--- src/rtl/issue_sched.sv ---
// Two-requester round-robin issue scheduler with per-requester FIFOs and a
// drain sequence (RUN -> DRAIN -> FLUSH -> DONE) that empties the pipeline.
module issue_sched #(
  parameter int DEPTH = 4
) (
  input  logic       clk,
  input  logic       rst,
  input  logic       __START__,
  input  logic       req0_valid,
  input  logic [7:0] req0_inst,
  output logic       req0_ready,
  input  logic       req1_valid,
  input  logic [7:0] req1_inst,
  output logic       req1_ready,
  input  logic       drain,
  output logic [7:0] inst,
  output logic       inst_valid,
  output logic       inst_src,
  output logic [7:0] issue_cnt0,
  output logic [7:0] issue_cnt1,
  output logic       drain_done
);

  localparam int AW = $clog2(DEPTH);

  typedef enum logic [1:0] {
    S_RUN,
    S_DRAIN,
    S_FLUSH,
    S_DONE
  } state_t;

  state_t      state_q, state_d;
  logic [1:0]  flush_q, flush_d;
  logic        ptr_q, ptr_d;
  logic [7:0]  inst_q, inst_d;
  logic        vld_q, vld_d;
  logic        src_q, src_d;
  logic [7:0]  cnt_q [2];
  logic [7:0]  cnt_d [2];
  logic [AW:0] wr_q  [2];
  logic [AW:0] wr_d  [2];
  logic [AW:0] rd_q  [2];
  logic [AW:0] rd_d  [2];
  logic [7:0]  mem_q [2][DEPTH];

  logic [7:0]  req_inst [2];
  logic [1:0]  req_valid;
  logic [1:0]  ready;
  logic [1:0]  empty;
  logic [1:0]  full;
  logic [1:0]  push;
  logic [1:0]  pop;
  logic        issue_en;
  logic        sel;

  assign req_inst[0] = req0_inst;
  assign req_inst[1] = req1_inst;
  assign req_valid   = {req1_valid, req0_valid};

  // FIFO status and requester handshake
  always_comb begin
    for (int k = 0; k < 2; k++) begin
      empty[k] = (wr_q[k] == rd_q[k]);
      full[k]  = (wr_q[k][AW] != rd_q[k][AW]) &&
                 (wr_q[k][AW-1:0] == rd_q[k][AW-1:0]);
      ready[k] = (state_q == S_RUN) && !full[k];
      push[k]  = req_valid[k] && ready[k];
    end
  end

  assign req0_ready = ready[0];
  assign req1_ready = ready[1];

  // Round-robin pick: favored requester first, otherwise the other one
  always_comb begin
    issue_en = 1'b0;
    sel      = 1'b0;
    if (__START__) begin
      if (!empty[ptr_q]) begin
        issue_en = 1'b1;
        sel      = ptr_q;
      end else if (!empty[~ptr_q]) begin
        issue_en = 1'b1;
        sel      = ~ptr_q;
      end
    end
    pop = 2'b00;
    if (issue_en) pop[sel] = 1'b1;
  end

  always_comb begin
    inst_d = inst_q;
    vld_d  = vld_q;
    src_d  = src_q;
    ptr_d  = ptr_q;
    for (int k = 0; k < 2; k++) begin
      cnt_d[k] = cnt_q[k] + (pop[k] ? 8'd1 : 8'd0);
      wr_d[k]  = wr_q[k] + (push[k] ? (AW+1)'(1) : (AW+1)'(0));
      rd_d[k]  = rd_q[k] + (pop[k] ? (AW+1)'(1) : (AW+1)'(0));
    end
    if (__START__) begin
      inst_d = issue_en ? mem_q[sel][rd_q[sel][AW-1:0]] : 8'h00;
      vld_d  = issue_en;
      src_d  = issue_en && sel;
      if (issue_en) ptr_d = ~sel;
    end
  end

  // Drain FSM; the flush count covers the pipeline depth behind the issue register
  always_comb begin
    state_d = state_q;
    flush_d = flush_q;
    case (state_q)
      S_RUN: begin
        if (drain) state_d = S_DRAIN;
      end
      S_DRAIN: begin
        if (__START__ && (&empty)) begin
          state_d = S_FLUSH;
          flush_d = 2'd0;
        end
      end
      S_FLUSH: begin
        if (__START__) begin
          flush_d = flush_q + 2'd1;
          if (flush_q == 2'd1) state_d = S_DONE;
        end
      end
      S_DONE: begin
        if (__START__ && !drain) state_d = S_RUN;
      end
      default: state_d = S_RUN;
    endcase
  end

  always_ff @(posedge clk) begin
    if (rst) begin
      state_q <= S_RUN;
      flush_q <= 2'd0;
      ptr_q   <= 1'b0;
      inst_q  <= 8'h00;
      vld_q   <= 1'b0;
      src_q   <= 1'b0;
      for (int k = 0; k < 2; k++) begin
        cnt_q[k] <= 8'd0;
        wr_q[k]  <= '0;
        rd_q[k]  <= '0;
      end
    end else begin
      state_q <= state_d;
      flush_q <= flush_d;
      ptr_q   <= ptr_d;
      inst_q  <= inst_d;
      vld_q   <= vld_d;
      src_q   <= src_d;
      for (int k = 0; k < 2; k++) begin
        cnt_q[k] <= cnt_d[k];
        wr_q[k]  <= wr_d[k];
        rd_q[k]  <= rd_d[k];
      end
    end
  end

  // FIFO storage is never read while empty, so it needs no reset
  always_ff @(posedge clk) begin
    for (int k = 0; k < 2; k++) begin
      if (push[k]) mem_q[k][wr_q[k][AW-1:0]] <= req_inst[k];
    end
  end

  assign inst       = inst_q;
  assign inst_valid = vld_q;
  assign inst_src   = src_q;
  assign issue_cnt0 = cnt_q[0];
  assign issue_cnt1 = cnt_q[1];
  assign drain_done = (state_q == S_DONE);

endmodule

--- config.mk ---
export PLATFORM = sky130hd
export DESIGN_NAME = issue_sched
export DESIGN_NICKNAME = d
export VERILOG_FILES = /design/src/rtl/issue_sched.sv
export SDC_FILE = /design/constraint.sdc
export NUM_CORES = 1
export LEC_CHECK = 0
export BUFFER_PORTS_ARGS = -buffer_cell sky130_fd_sc_hd__buf_2
export CORE_MARGIN = 2
export CORE_UTILIZATION = 30
export CTS_CLUSTER_SIZE = 8
export DETAILED_ROUTE_END_ITERATION = 12
export PLACE_DENSITY_LB_ADDON = 0.3
export SYNTH_ARGS = -nofsm -noshare
export SYNTH_HDL_FRONTEND = slang
export SYNTH_SLANG_ARGS = --single-unit
--- constraint.sdc ---
create_clock -name clk -period 5.1 [get_ports clk]
set_input_delay 0.255 -clock clk [delete_from_list [all_inputs] [get_ports clk]]
set_output_delay 0.255 -clock clk [all_outputs]
set_load 0.02 [all_outputs]
==> run summary <==
The logs give 2783 µm² for the storage element area and 51 for the number of ports placed on the die boundary. Entering global routing, the biggest net connects 42 pins. TritonCTS built the clock tree. The share of synthesized registers carrying an async set or reset works out to 0%. The post-route clock period utilization works out to 55.44%. For flop-to-flop paths, the worst setup slack is 2.27 ns. In the synthesized netlist the dominant register cell turns out to be sky130_fd_sc_hd__edfxtp_1. In the final timing run, aggregate negative setup slack is 0 ns. In this run, post-CTS hold repair placed 0 buffers.

The average via count per standard cell is 4.580. Sequential cells were found to cover 63.27% of the synthesized design area. STA classifies the critical path startpoint as a flop. The global-route wire length before repair came out at 13.42 mm. The overflow left after global routing came out at 0. The worst hold path belongs to the class input pin to flop. The root buffer selected by CTS is sky130_fd_sc_hd__clkbuf_16. The worst setup timing slack at the placement stage is 2.168 ns. For this design, the sink count on the clock tree is 107. The number of antenna violations at the first check in global routing was 0. For the worst setup path, the data arrival time is 2.78 ns. The worst clock skew came out at 0.008986 ns.

The weighted congestion reported at the end of routability-driven placement was 0.7953; the overall global routing resource usage was 11.07%. IR analysis of the VDD net gives a maximum drop of 224.9 µV. The longest clock path from root to sink contains 2 buffers.

Fill cells in the final layout number 1407. The finished cells cover 5090 µm². Endpoint of the worst hold path: mem_q[1][14].

The run gives 128 as the number of violations reported at the end of detailed-routing iteration 0. In this run the most critical hold path is launched from req1_inst[6]. The number of nets in the synthesized netlist is 344. After detailed placement, the design holds a cell count of 532. For the worst setup path, the data required time is 5.06 ns.

The setup violation total in the final timing report came out at 0. The ratio of cells with drive above 1 in the final layout was 24.79%. The area after detailed placement was 4801 µm²; the number of synthesized flops with an enable pin was 64. For this block, the routed nets add up to 8.205 mm of wire.

The depth of the worst hold-timing path works out to 1. Counting I/O delays and the setup requirement, the final critical path takes 2.827 ns. Synthesis instantiated 43 different standard cells from the library. From synthesis to final layout, the design area changed by 15.73%. After clock tree synthesis, the clock-pin slew on the worst setup and hold paths is 0.07 ns. Headroom to the max-slew limit came out at 17.94%.

The tools report the number of levels in the clock H-tree as 3. Setup repair after global routing left no endpoint under its margin. The tools report the final antenna diode count as 0.

The static power due to leakage was 1.956 nW; the number of nets in the layout was 397. After technology mapping, the gate count stands at 306. In the post-synthesis netlist, the biggest area contributors are sky130_fd_sc_hd__edfxtp_1 (44%), sky130_fd_sc_hd__dfxtp_1 (20%), sky130_fd_sc_hd__mux4_2 (8.2%), sky130_fd_sc_hd__ha_1 (4.6%), sky130_fd_sc_hd__nor2_1 (2.6%). The later pin in the worst-skew pair is clocked with a latency of 0.34 ns. The endpoint of the worst register-to-register path was mem_q[0][24].

The logs give 15650 µm² for the floorplan die area and 4 for the total iterations of the first detailed-routing run. In the final layout, the multi-input gates occupy 1493 µm². For this run, the number of standard cells in the final layout without fillers is 547. During synthesis, Yosys emitted a total of 0 warnings. The worst register-to-register path begins at rd_q[0][0].

The die span in x came out at 125.1 µm. The count of antenna-violating nets left after detailed routing is 0, and the half-perimeter wire length after placement is 5.843 mm. Maximum clock frequency: 353.7 MHz. Peak fanout along the critical path: 10. Dividing the detail-routed wire length by the instance count gives 15.00 µm.

The core occupancy in the finished layout was 35.29%. Hold is met by 0.1272 ns. The final number of max-transition violations came out at 0. The mapped netlist covers 4398 µm². Measured along the y axis, the die boundary spans 125.1 µm.

Counting cells, the worst reg-to-reg path comes to 4. The overall via count from detail_route is 2505. At the pin with the least slew margin, the transition time is 1.228 ns. The tools report the endpoint kind of the worst setup timing path as a flop. Counting flops and latches in the post-synthesis netlist gives 107.

Max-cap violations in this run came to 0. The run gives 9 as the number of clock buffers inserted by TritonCTS. The floorplan step defined a core boundary enclosing 14420 µm². The portion of synthesized cell area occupied by the leading cell type was 43.70%.

The run finished with clean final reports. The final critical-path setup slack is 2.273 ns, and the power per cell area is 495.0 nW/µm². The number of global-route vias before repair is 2501.

The critical path is of the flop to flop type. The run gives 0 as the count of instances resized after the clock tree is built. The average instance in the mapped netlist occupies 14.37 µm².

sky130_fd_sc_hd__edfxtp_1 takes more of the synthesized area than any other cell. During placement, the flow inserted port buffers numbering 50. Post-CTS timing repair inserted 0 buffers for setup. The tools report the number of hold-slack violations in the final timing report as 0. The run gives 44 as the number of cell rows. The overall power of the completed layout is 2.519 mW. After detailed routing, the number of remaining DRC violations is 0. The initial utilization of the core area, before any placement, comes to 30.49%.
==> final cells by class <==
type,instances,area share (%)
flip-flops and latches,107,54.67
clock buffers,10,4.499
multi-input cells,181,29.33
inverters,8,0.5900
clock inverters,5,1.180
well taps,184,4.523
repair buffers,52,5.211
==> cell families (layout without fill, tap and decap cells) <==
| kind of cell | count (synthesis) | count (layout) | share of synthesized area, % |
|---|---|---|---|
| flops | 107 | 107 | 63.27 |
| simple gates | 88 | 88 | 9.730 |
| compound gates | 28 | 28 | 4.040 |
| mux | 26 | 26 | 10.53 |
| xor+xnor | 23 | 23 | 5.093 |
| buf+inv | 18 | 75 | 2.788 |
| fa+ha+maj | 16 | 16 | 4.552 |
==> synthesized netlist by cell type (2+ instances only) <==
master and instances:
sky130_fd_sc_hd__edfxtp_1 64, sky130_fd_sc_hd__dfxtp_1 43, sky130_fd_sc_hd__nor2_1 30, sky130_fd_sc_hd__ha_1 16
sky130_fd_sc_hd__mux4_2 16, sky130_fd_sc_hd__nand2_1 16, sky130_fd_sc_hd__nor2b_1 12, sky130_fd_sc_hd__o21ai_0 12
sky130_fd_sc_hd__xnor2_1 11, sky130_fd_sc_hd__xor2_1 9, sky130_fd_sc_hd__inv_1 8, sky130_fd_sc_hd__mux2i_1 8
sky130_fd_sc_hd__nand3_1 8, sky130_fd_sc_hd__and3_1 5, sky130_fd_sc_hd__a21oi_1 4, sky130_fd_sc_hd__buf_6 3
sky130_fd_sc_hd__clkbuf_1 3, sky130_fd_sc_hd__a31oi_1 2, sky130_fd_sc_hd__and2_1 2, sky130_fd_sc_hd__buf_1 2
sky130_fd_sc_hd__mux2_2 2, sky130_fd_sc_hd__nand4_1 2, sky130_fd_sc_hd__nor3_1 2, sky130_fd_sc_hd__nor3b_1 2
sky130_fd_sc_hd__o22ai_1 2, sky130_fd_sc_hd__o41ai_1 2, sky130_fd_sc_hd__or2_1 2, sky130_fd_sc_hd__or3_1 2
sky130_fd_sc_hd__xnor2_2 2
==> placed cells by master (no fill, tap or decap), types with 9 or more instances in the layout <==
cell type                   Yosys  routed
sky130_fd_sc_hd__xor2_1         9       9
sky130_fd_sc_hd__xnor2_1       11      11
sky130_fd_sc_hd__nor2_1        30      30
sky130_fd_sc_hd__ha_1          16      16
sky130_fd_sc_hd__clkbuf_16      0       9
sky130_fd_sc_hd__edfxtp_1      64      64
sky130_fd_sc_hd__buf_2          0      50
sky130_fd_sc_hd__dfxtp_1       43      43
sky130_fd_sc_hd__o21ai_0       12      12
sky130_fd_sc_hd__nand2_1       16      16
sky130_fd_sc_hd__nor2b_1       12      12
sky130_fd_sc_hd__mux4_2        16      16
==> worst max-delay path by stage <==
stage                     startpoint            to  slack [ns]
after floorplan           rd_q[0][0]  mem_q[0][24]        2.67
after global routing      rd_q[0][0]  mem_q[0][24]        2.00
after detailed placement  rd_q[0][0]  mem_q[0][31]        2.17
after global placement    rd_q[0][0]  mem_q[0][30]        2.31
after CTS                 rd_q[0][0]  mem_q[0][28]        2.15
final                     rd_q[0][0]  mem_q[0][24]        2.27
==> critical path: stages (launching register included) <==
cell                      delay, ns
sky130_fd_sc_hd__dfxtp_1       0.76
sky130_fd_sc_hd__xnor2_2       0.17
sky130_fd_sc_hd__a31oi_1       0.24
sky130_fd_sc_hd__and2_0        0.26
sky130_fd_sc_hd__nor3b_1       1.01
==> where the power goes <==
group	switching, mW	internal (mW)
logic	0.370	0.288
registers	0.108	1.07
clock network	0.304	0.382
==> registers in the layout (all words and copies together), names as in the netlist <==
signal	flops
ptr_q	1
mem_q	64
state_q	2
inst_valid	1
inst	8
wr_q	6
cnt_q	16
inst_src	1
flush_q	2
rd_q	6
==> layer usage <==
metal | share of wire, % | global-route usage, %
met5 | 0 | 0
met4 | 1.3 | 3.464
met3 | 5.6 | 3.209
met2 | 45 | 17.26
met1 | 48 | 14.97
(Power assumes the default switching activity.)
